`src/rtl/hazard_ctrl.sv`:
```
// rtl/hazard_ctrl.sv - pipeline hazard controller driving stall/flush of every pipeline register
//
// Ports:
//   clk, rst                      rising-edge clock, synchronous active-high reset
//   ifid_rs1/rs2, ifid_use_rs1/2  source registers of the ID instruction and whether it reads them
//   idex_memread, idex_rd         EX instruction is a load, and its destination register
//   ex_branch_taken               EX resolved a taken branch/jump
//   exmem_memaccess, dmem_ready   MEM instruction accesses memory / memory completes this cycle
//   *_stall                       hold the named pipeline register (pc, ifid, idex, exmem, memwb)
//   *_flush                       insert a bubble into the named pipeline register
//   mem_timeout                   sticky fatal error after TIMEOUT consecutive busy cycles
//   stall_cycles, flush_events    saturating performance counters
module hazard_ctrl #(
    parameter int FLUSH_CYCLES = 5,
    parameter int TIMEOUT      = 64
) (
    input  logic        clk,
    input  logic        rst,
    input  logic [4:0]  ifid_rs1,
    input  logic [4:0]  ifid_rs2,
    input  logic        ifid_use_rs1,
    input  logic        ifid_use_rs2,
    input  logic        idex_memread,
    input  logic [4:0]  idex_rd,
    input  logic        ex_branch_taken,
    input  logic        exmem_memaccess,
    input  logic        dmem_ready,
    output logic        pc_stall,
    output logic        ifid_stall,
    output logic        idex_stall,
    output logic        exmem_stall,
    output logic        memwb_stall,
    output logic        ifid_flush,
    output logic        idex_flush,
    output logic        exmem_flush,
    output logic        memwb_flush,
    output logic        mem_timeout,
    output logic [15:0] stall_cycles,
    output logic [15:0] flush_events
);

    localparam int PW = $clog2(FLUSH_CYCLES + 1);
    localparam int WW = $clog2(TIMEOUT + 1);
    localparam logic [PW-1:0] PURGE_LAST = PW'(FLUSH_CYCLES - 1);
    localparam logic [WW-1:0] WAIT_LAST  = WW'(TIMEOUT - 1);

    typedef enum logic [1:0] {
        S_PURGE,
        S_RUN,
        S_MEM_WAIT,
        S_TIMEOUT
    } state_t;

    state_t        state_q, state_d;
    logic [PW-1:0] purge_cnt_q, purge_cnt_d;
    logic [WW-1:0] wait_cnt_q, wait_cnt_d;
    logic [15:0]   stall_cycles_q, stall_cycles_d;
    logic [15:0]   flush_events_q, flush_events_d;

    logic mem_busy;
    logic load_use;

    assign mem_busy = exmem_memaccess & ~dmem_ready;
    assign load_use = idex_memread & (idex_rd != 5'd0) &
                      ((ifid_use_rs1 & (ifid_rs1 == idex_rd)) |
                       (ifid_use_rs2 & (ifid_rs2 == idex_rd)));

    always_comb begin
        pc_stall       = 1'b0;
        ifid_stall     = 1'b0;
        idex_stall     = 1'b0;
        exmem_stall    = 1'b0;
        memwb_stall    = 1'b0;
        ifid_flush     = 1'b0;
        idex_flush     = 1'b0;
        exmem_flush    = 1'b0;
        memwb_flush    = 1'b0;
        mem_timeout    = 1'b0;
        state_d        = state_q;
        purge_cnt_d    = purge_cnt_q;
        wait_cnt_d     = wait_cnt_q;
        stall_cycles_d = stall_cycles_q;
        flush_events_d = flush_events_q;

        case (state_q)
            S_PURGE: begin
                // Hold fetch and bubble everything downstream until the pipe is clean.
                pc_stall    = 1'b1;
                ifid_flush  = 1'b1;
                idex_flush  = 1'b1;
                exmem_flush = 1'b1;
                memwb_flush = 1'b1;
                purge_cnt_d = purge_cnt_q + 1'b1;
                if (purge_cnt_q == PURGE_LAST) begin
                    state_d = S_RUN;
                end
            end

            S_RUN, S_MEM_WAIT: begin
                if (mem_busy) begin
                    // Freeze everything up to MEM; WB receives a bubble. Any branch or
                    // load-use seen now is simply re-evaluated once memory releases.
                    pc_stall    = 1'b1;
                    ifid_stall  = 1'b1;
                    idex_stall  = 1'b1;
                    exmem_stall = 1'b1;
                    memwb_flush = 1'b1;
                    wait_cnt_d  = wait_cnt_q + 1'b1;
                    if (state_q == S_RUN) begin
                        state_d = S_MEM_WAIT;
                    end else if (wait_cnt_q == WAIT_LAST) begin
                        state_d = S_TIMEOUT;
                    end
                end else begin
                    wait_cnt_d = '0;
                    state_d    = S_RUN;
                    if (ex_branch_taken) begin
                        // Branch wins over load-use: the hazarding ID instruction is squashed.
                        ifid_flush = 1'b1;
                        idex_flush = 1'b1;
                        if (flush_events_q != 16'hFFFF) begin
                            flush_events_d = flush_events_q + 16'd1;
                        end
                    end else if (load_use) begin
                        pc_stall   = 1'b1;
                        ifid_stall = 1'b1;
                        idex_flush = 1'b1;
                    end
                end
                if (pc_stall && (stall_cycles_q != 16'hFFFF)) begin
                    stall_cycles_d = stall_cycles_q + 16'd1;
                end
            end

            S_TIMEOUT: begin
                pc_stall    = 1'b1;
                ifid_stall  = 1'b1;
                idex_stall  = 1'b1;
                exmem_stall = 1'b1;
                memwb_stall = 1'b1;
                mem_timeout = 1'b1;
            end

            default: begin
                state_d = S_PURGE;
            end
        endcase
    end

    always_ff @(posedge clk) begin
        if (rst) begin
            state_q        <= S_PURGE;
            purge_cnt_q    <= '0;
            wait_cnt_q     <= '0;
            stall_cycles_q <= '0;
            flush_events_q <= '0;
        end else begin
            state_q        <= state_d;
            purge_cnt_q    <= purge_cnt_d;
            wait_cnt_q     <= wait_cnt_d;
            stall_cycles_q <= stall_cycles_d;
            flush_events_q <= flush_events_d;
        end
    end

    assign stall_cycles = stall_cycles_q;
    assign flush_events = flush_events_q;

endmodule

```
`config.mk`:
```
export PLATFORM = sky130hd
export DESIGN_NAME = hazard_ctrl
export DESIGN_NICKNAME = d
export VERILOG_FILES = /design/src/rtl/hazard_ctrl.sv
export SDC_FILE = /design/constraint.sdc
export NUM_CORES = 1
export LEC_CHECK = 0
export ABC_AREA = 1
export CAP_MARGIN = 20
export CORE_MARGIN = 1
export CORE_UTILIZATION = 54
export DETAILED_ROUTE_END_ITERATION = 8
export PLACE_DENSITY = 0.86
export SLEW_MARGIN = 15
export SYNTH_ARGS = -nofsm -noshare
export SYNTH_HDL_FRONTEND = slang
export SYNTH_SLANG_ARGS = --single-unit
```
`constraint.sdc`:
```
create_clock -name clk -period 5.2 [get_ports clk]
set_input_delay 1.3 -clock clk [delete_from_list [all_inputs] [get_ports clk]]
set_output_delay 1.3 -clock clk [all_outputs]
set_load 0.02 [all_outputs]
```
==> metrics.yaml, run 1 <==
regToRegEndpoint: "flush_events[9]$_SDFFE_PP0P_"
finalWirelength_um: 6480
cpPeakStageDelay_ns: 0.63
cts_inserted_buffers: 5
diodes: 0
crit_path_frequent_cell: "inv_1"
synth_warnings: 0
io_buffer_count: 64
tightest_slew_ns: 0.805
vdd_drop_max_mv: 0.130
worstPathRequired_ns: 3.90
place_congestion: 0.868
antenna_found_initial: 0
synth_async_sr_flop_share_pct: 0
coreArea_um2: 4790
max_clock_freq_mhz: 210
clk_path_buf_depth: 2
synth_edf_count: 0
grt_setup_unrepaired: "no"
std_cell_rows: 25
hold_depth: 2
synth-seq-area-share_pct: 32.2
path_max_fanout: 4
drive_above_1_share_pct: 4.31
r2r-start: "state_q[0]$_SDFFE_PP0P_"
syn_inst: 449
finalCritPeriodShare_pct: 91.7
ys.flop_type: "dfxtp_1"
syn_avg_cell_area_um2: 6.10
drt_iter0_drc: 138
die-area_um2: 5360
yosysTopAreaCell: "dfxtp_1"
syn2layout_area_growth_pct: 27.7
cts_root_buffer: "clkbuf_8"
cts_setup_buffers: 0
arrival_ns: 3.47
status: "completed"
slew_violations: 0
place_hpwl_um: 4860
vias_per_cell: 5.11
first_pass_iters: 5
io_pins: 65
cts_htree_levels: 2
powerDensity_nw_per_um2: 233
path_class: "in -> out"
grt_max_degree: 33
min_to: "purge_cnt_q[2]$_SDFFE_PP0P_"
die_y_um: 73.2
cp_cell_sequence: "clkdlybuf4s50_1, inv_1, nor2_1, inv_1, nor2_1, inv_1, a21oi_1, o21bai_1, clkdlybuf4s50_1"
p_leak_nw: 1.46
cap_violations: 0
path_clk_slew_ns: 0.09
grt_first_pass_wirelength_um: 10900
finClkSkew_ns: 0.00712
power.total_uw: 814
ctsHoldBuffers: 0
ctsResizeCount: 0
gr-total-overflow: 0
die_x_um: 73.2
critPathSlowestCell: "clkdlybuf4s50_1"
route.detailed.drc: 0
netlist_top_cells_count: "117 x nand2_1, 77 x inv_1, 69 x nor2_1"
cts_tree: "yes"
finalSetupViolCount: 0
hold_viol: 0
nNetsFinal: 540
period_minus_slack_ns: 4.77
cts.sinks: 44
max-slew-margin-rel_pct: 46.3
initial_core_util_pct: 57.2
syn_area_um2: 2740
setup_tns_ns: 0
worstHoldStart: "purge_cnt_q[2]$_SDFFE_PP0P_"
crit_start: "exmem_memaccess"
r2r_setup_slack_ns: 2.58
ys_ff_latch: 44
final_antenna_net_count: 0
wl_per_cell_um: 11.2
track_usage_pct: 25.7
startpoint_type: "input pin"
synth_cell_types: 29
synth_top_area_share_pct: 32.2
yosysMostFrequentCell: "nand2_1"
hp-class: "reg -> reg"
reg2reg_depth: 12
end_kind: "output port"
grt_pass1_vias: 2604
vias: 2947
syn_nets: 480
synth.area.top_cells: "dfxtp_1 32%, nand2_1 16%, inv_1 11%, nor2_1 9.5%, nand3_1 5.8%"
clock_latency_ns: 0.30
flip-flops by register name (all words and copies together), names as in the netlist:
signal        cells
flush_events     16
purge_cnt_q       3
stall_cycles     16
state_q           2
wait_cnt_q        7
logic make-up after synthesis:
kind of cell / Yosys count / share of synthesized area, %
AOI/OAI and AO/OA: 43 / 8.63
xor gates and xnor gates: 7 / 2.24
adders and majority gates: 8 / 3.65
buffers and inverters: 95 / 13.8
DFF: 44 / 32.2
and+or+nand+nor: 252 / 39.5
stage by stage:
step	cell area (µm²)	cells	utilization [%]	worst slack (ns)	hold WS (ns)
2_1_floorplan	2740	449	-	1.33	0.440
3_3_place_gp	3400	569	71.1	0.581	0.453
3_5_place_dp	3400	569	71.1	0.441	0.468
4_1_cts	3500	577	73.1	0.433	0.479
5_1_grt	3500	577	73.1	0.200	0.515
6_report	3500	577	73.1	0.433	0.480
worst max-delay path by stage:
stage / slack [ns] / end / cells past startpoint
finish: 0.43 / ifid_stall / 9
global placement: 0.58 / ifid_stall / 9
detailed placement: 0.44 / ifid_stall / 9
global route: 0.20 / ifid_stall / 9
CTS: 0.43 / ifid_stall / 9
floorplan: 1.33 / ifid_stall / 7
area by class of cell:
type	instances	area, µm²
Multi-Input combinational cell	310	1480
Fill cell	413	1290
Sequential cell	44	881
Timing Repair Buffer	65	648
Inverter	83	312
Clock buffer	7	86.3
Tap cell	67	83.8
Clock inverter	1	7.51
power by group:
group	leakage, nW	internal [mW]	switching, mW
registers	0.355	0.354	0.0147
logic	1.06	0.0847	0.132
clock network	0.0445	0.108	0.120
critical path: cells and delay by family:
kind / cells / cell delay (ns)
and+or+nand+nor: 2 / 0.40
buffers and inverters: 5 / 1.36
AOI/OAI and AO/OA: 2 / 0.40
cells in the final DEF, fill, tap and decap left out:
master	synthesis	final
a31oi_1	3	3
nor3_2	2	2
o21a_1	1	1
xor2_1	3	3
o21bai_1	2	2
inv_1	77	77
nor3_1	6	6
o21ai_1	2	2
buf_4	4	1
nor2_2	3	3
nand2_1	117	117
nand2_2	1	1
nor2_1	69	69
inv_2	6	6
nor4_1	2	2
a221oi_1	2	2
a21boi_0	1	1
clkinvlp_4	0	1
nor3b_1	2	2
dfxtp_1	44	44
clkdlybuf4s50_1	0	64
clkbuf_8	0	6
nand3_2	2	2
o21ai_0	14	14
clkbuf_1	7	1
ha_1	8	8
xnor2_1	4	4
a21oi_1	18	18
and3_1	1	1
nand4_1	15	15
nand3_1	32	32
metal layers:
metal	GRT usage [%]	up-vias	part of all wire (%)	wire length, µm
li1	-	1524	-	-
met1	30.5	1314	43	2760
met2	45.5	95	50	3240
met3	5.66	14	5.6	362
met4	8.93	0	1.7	113
met5	0	-	0	0
Power figures use the tool's default switching activity.
==> run 2, diff against run 1 <==
--- a/config.mk
+++ b/config.mk
@@ -7,10 +7,11 @@
 export LEC_CHECK = 0
 export ABC_AREA = 1
 export CAP_MARGIN = 20
-export CORE_MARGIN = 1
+export CORE_MARGIN = 3
 export CORE_UTILIZATION = 54
 export DETAILED_ROUTE_END_ITERATION = 8
 export PLACE_DENSITY = 0.86
+export RECOVER_POWER = 100
 export SLEW_MARGIN = 15
 export SYNTH_ARGS = -nofsm -noshare
 export SYNTH_HDL_FRONTEND = slang
==> run 2 against run 1 <==
  * Clock skew down 0.0020 ns
  * Worst hold slack about the same
  * Largest power group unchanged
  * Register-to-register slack worse by 0.07 ns
==> metrics.yaml, run 2 (synthesis gave the netlist of run 1 again) <==
status: "completed"
grt_pass1_vias: 2710  # +4.1%
die-area_um2: 5960  # +11%
clkPwrFrac_pct: 28.2  # +0.2 points
coreArea_um2: 4820  # +0.65%
path_class: "in -> out"
crit_start: "exmem_memaccess"
final_cell_mix: "118 x nand2_1, 78 x inv_1, 72 x nor2_1"
io_buffer_count: 64  # unchanged
slew_violations: 0  # unchanged
max_clock_freq_mhz: 209  # -0.56%
p_seq_share_pct: 45.9  # +0.6 points
vias_per_cell: 5.09  # -0.34%
p_switching_uw: 263  # -1.3%
max-slew-margin-rel_pct: 46.3  # about the same
antenna_found_initial: 0  # unchanged
vias: 2937  # -0.34%
end_kind: "output port"
r2r-start: "state_q[0]$_SDFFE_PP0P_"
cts_htree_levels: 2  # unchanged
ctsResizeCount: 0  # unchanged
cts.sinks: 44  # unchanged
ctsHoldBuffers: 0  # unchanged
power.total_uw: 802  # -1.4%
place_inst: 569  # unchanged
hold_viol: 0  # unchanged
wl_per_cell_um: 11.6  # +3.2%
finalWirelength_um: 6690  # +3.2%
arrival_ns: 3.49  # +0.02 ns
die_y_um: 77.2  # +5.5%
cpPeakStageDelay_ns: 0.69  # +0.06 ns
hp-class: "reg -> reg"
period_minus_slack_ns: 4.79  # +0.0268 ns
p_leak_nw: 1.58  # +8.4%
internal_power_uw: 539  # -1.4%
powerDensity_nw_per_um2: 231  # -0.83%
tightest_slew_ns: 0.804  # -0.00148 ns
cts_tree: "yes"
drive_above_1_share_pct: 2.75  # -1.6 points
finalSetupViolCount: 0  # unchanged
syn2layout_area_growth_pct: 27.0
io_pins: 65  # unchanged
reg2reg_depth: 12  # unchanged
setup_tns_ns: 0  # unchanged
route.detailed.drc: 0  # unchanged
place_hpwl_um: 5050  # +3.8%
grt_first_pass_wirelength_um: 11800  # +8.6%
grt_max_degree: 33  # unchanged
place_congestion: 0.898  # +3.4%
vdd_drop_max_mv: 0.152  # +17%
critPathSlowestCell: "dlygate4sd3_1"
nNetsFinal: 540  # unchanged
fin_util_pct: 72.2  # -0.89 points
cts_root_buffer: "clkbuf_8"
cts_setup_buffers: 0  # unchanged
clk_path_buf_depth: 2  # unchanged
startpoint_type: "input pin"
crit_path_frequent_cell: "inv_1"
finalCritPeriodShare_pct: 92.2  # +0.52 points
path_clk_slew_ns: 0.08  # about the same
min_to: "purge_cnt_q[2]$_SDFFE_PP0P_"
hold_depth: 2  # unchanged
instances_no_fill: 577  # unchanged
final_common_cell: "nand2_1"
r2r_setup_slack_ns: 2.51  # -0.07 ns
cap_violations: 0  # unchanged
worstPathRequired_ns: 3.90  # about the same
std_cell_rows: 25  # unchanged
grt_setup_unrepaired: "no"
finClkSkew_ns: 0.00516  # -0.00196 ns
clock_latency_ns: 0.30  # about the same
track_usage_pct: 23.7  # -2.0 points
first_pass_iters: 4  # -1
cts_inserted_buffers: 5  # unchanged
initial_core_util_pct: 56.9  # -0.37 points
path_max_fanout: 4  # unchanged
power_frac_comb_pct: 25.9  # -0.8 points
regToRegEndpoint: "flush_events[9]$_SDFFE_PP0P_"
die_x_um: 77.2  # +5.5%
gr-total-overflow: 0  # unchanged
worstHoldStart: "purge_cnt_q[2]$_SDFFE_PP0P_"
swShare_pct: 32.8  # about the same
cp_cell_sequence: "dlygate4sd3_1, inv_1, nor2_1, inv_1, nor2_1, inv_1, a21oi_1, o21bai_1, dlygate4sd3_1"
final_antenna_net_count: 0  # unchanged
diodes: 0  # unchanged
drt_iter0_drc: 134  # -2.9%
-- run 2: changes by cell type in the layout (fill, tap and decap cells not counted), sizes merged --
cell / delta
inv: -1
clkinv: +1
dlygate4sd3: +45
clkdlybuf4s50: -45
-- run 2: worst max-delay path by stage --
stage	to	slack, ns
after global routing	ifid_stall	0.28
after floorplan	ifid_stall	1.33
final	ifid_stall	0.41
after global placement	ifid_stall	0.58
after detailed placement	ifid_stall	0.49
after CTS	ifid_stall	0.48
-- run 2: stage by stage --
stage | hold WS, ns | setup slack, ns | area, µm²
floorplan | 0.440 | 1.33 | 2740
global placement | 0.455 | 0.576 | 3400
detailed placement | 0.469 | 0.487 | 3400
CTS | 0.479 | 0.477 | 3500
global route | 0.498 | 0.280 | 3480
finish | 0.480 | 0.406 | 3480
-- run 2: final cells by class --
class,count,area [µm²]
Clock inverter,1,7.51
Tap cell,67,83.8
Multi-Input combinational cell,310,1460
Sequential cell,44,881
Inverter,83,312
Fill cell,432,1340
Clock buffer,7,86.3
Timing Repair Buffer,65,648
-- run 2: metal layers --
metal	vias up	share of wire [%]	track usage [%]
li1	1515	-	-
met1	1338	44	28.7
met2	71	51	41.0
met3	13	3.8	4.23
met4	0	1.9	9.96
met5	-	0	0
-- run 2: critical path: cells and delay by family --
family | cells | cell delay (ns)
buffers and inverters | 5 | 1.47
AOI/OAI and AO/OA | 2 | 0.35
and+or+nand+nor | 2 | 0.37
-- run 2: power by group through the flow --
stage / logic [mW] / clock network (mW) / registers, mW
4_1_cts: 0.218 / 0.231 / 0.369
6_report: 0.208 / 0.226 / 0.368
3_3_place_gp: 0.212 / 0 / 0.375
5_1_grt: 0.233 / 0.245 / 0.371
3_5_place_dp: 0.217 / 0 / 0.377
2_1_floorplan: 0.136 / 0 / 0.378
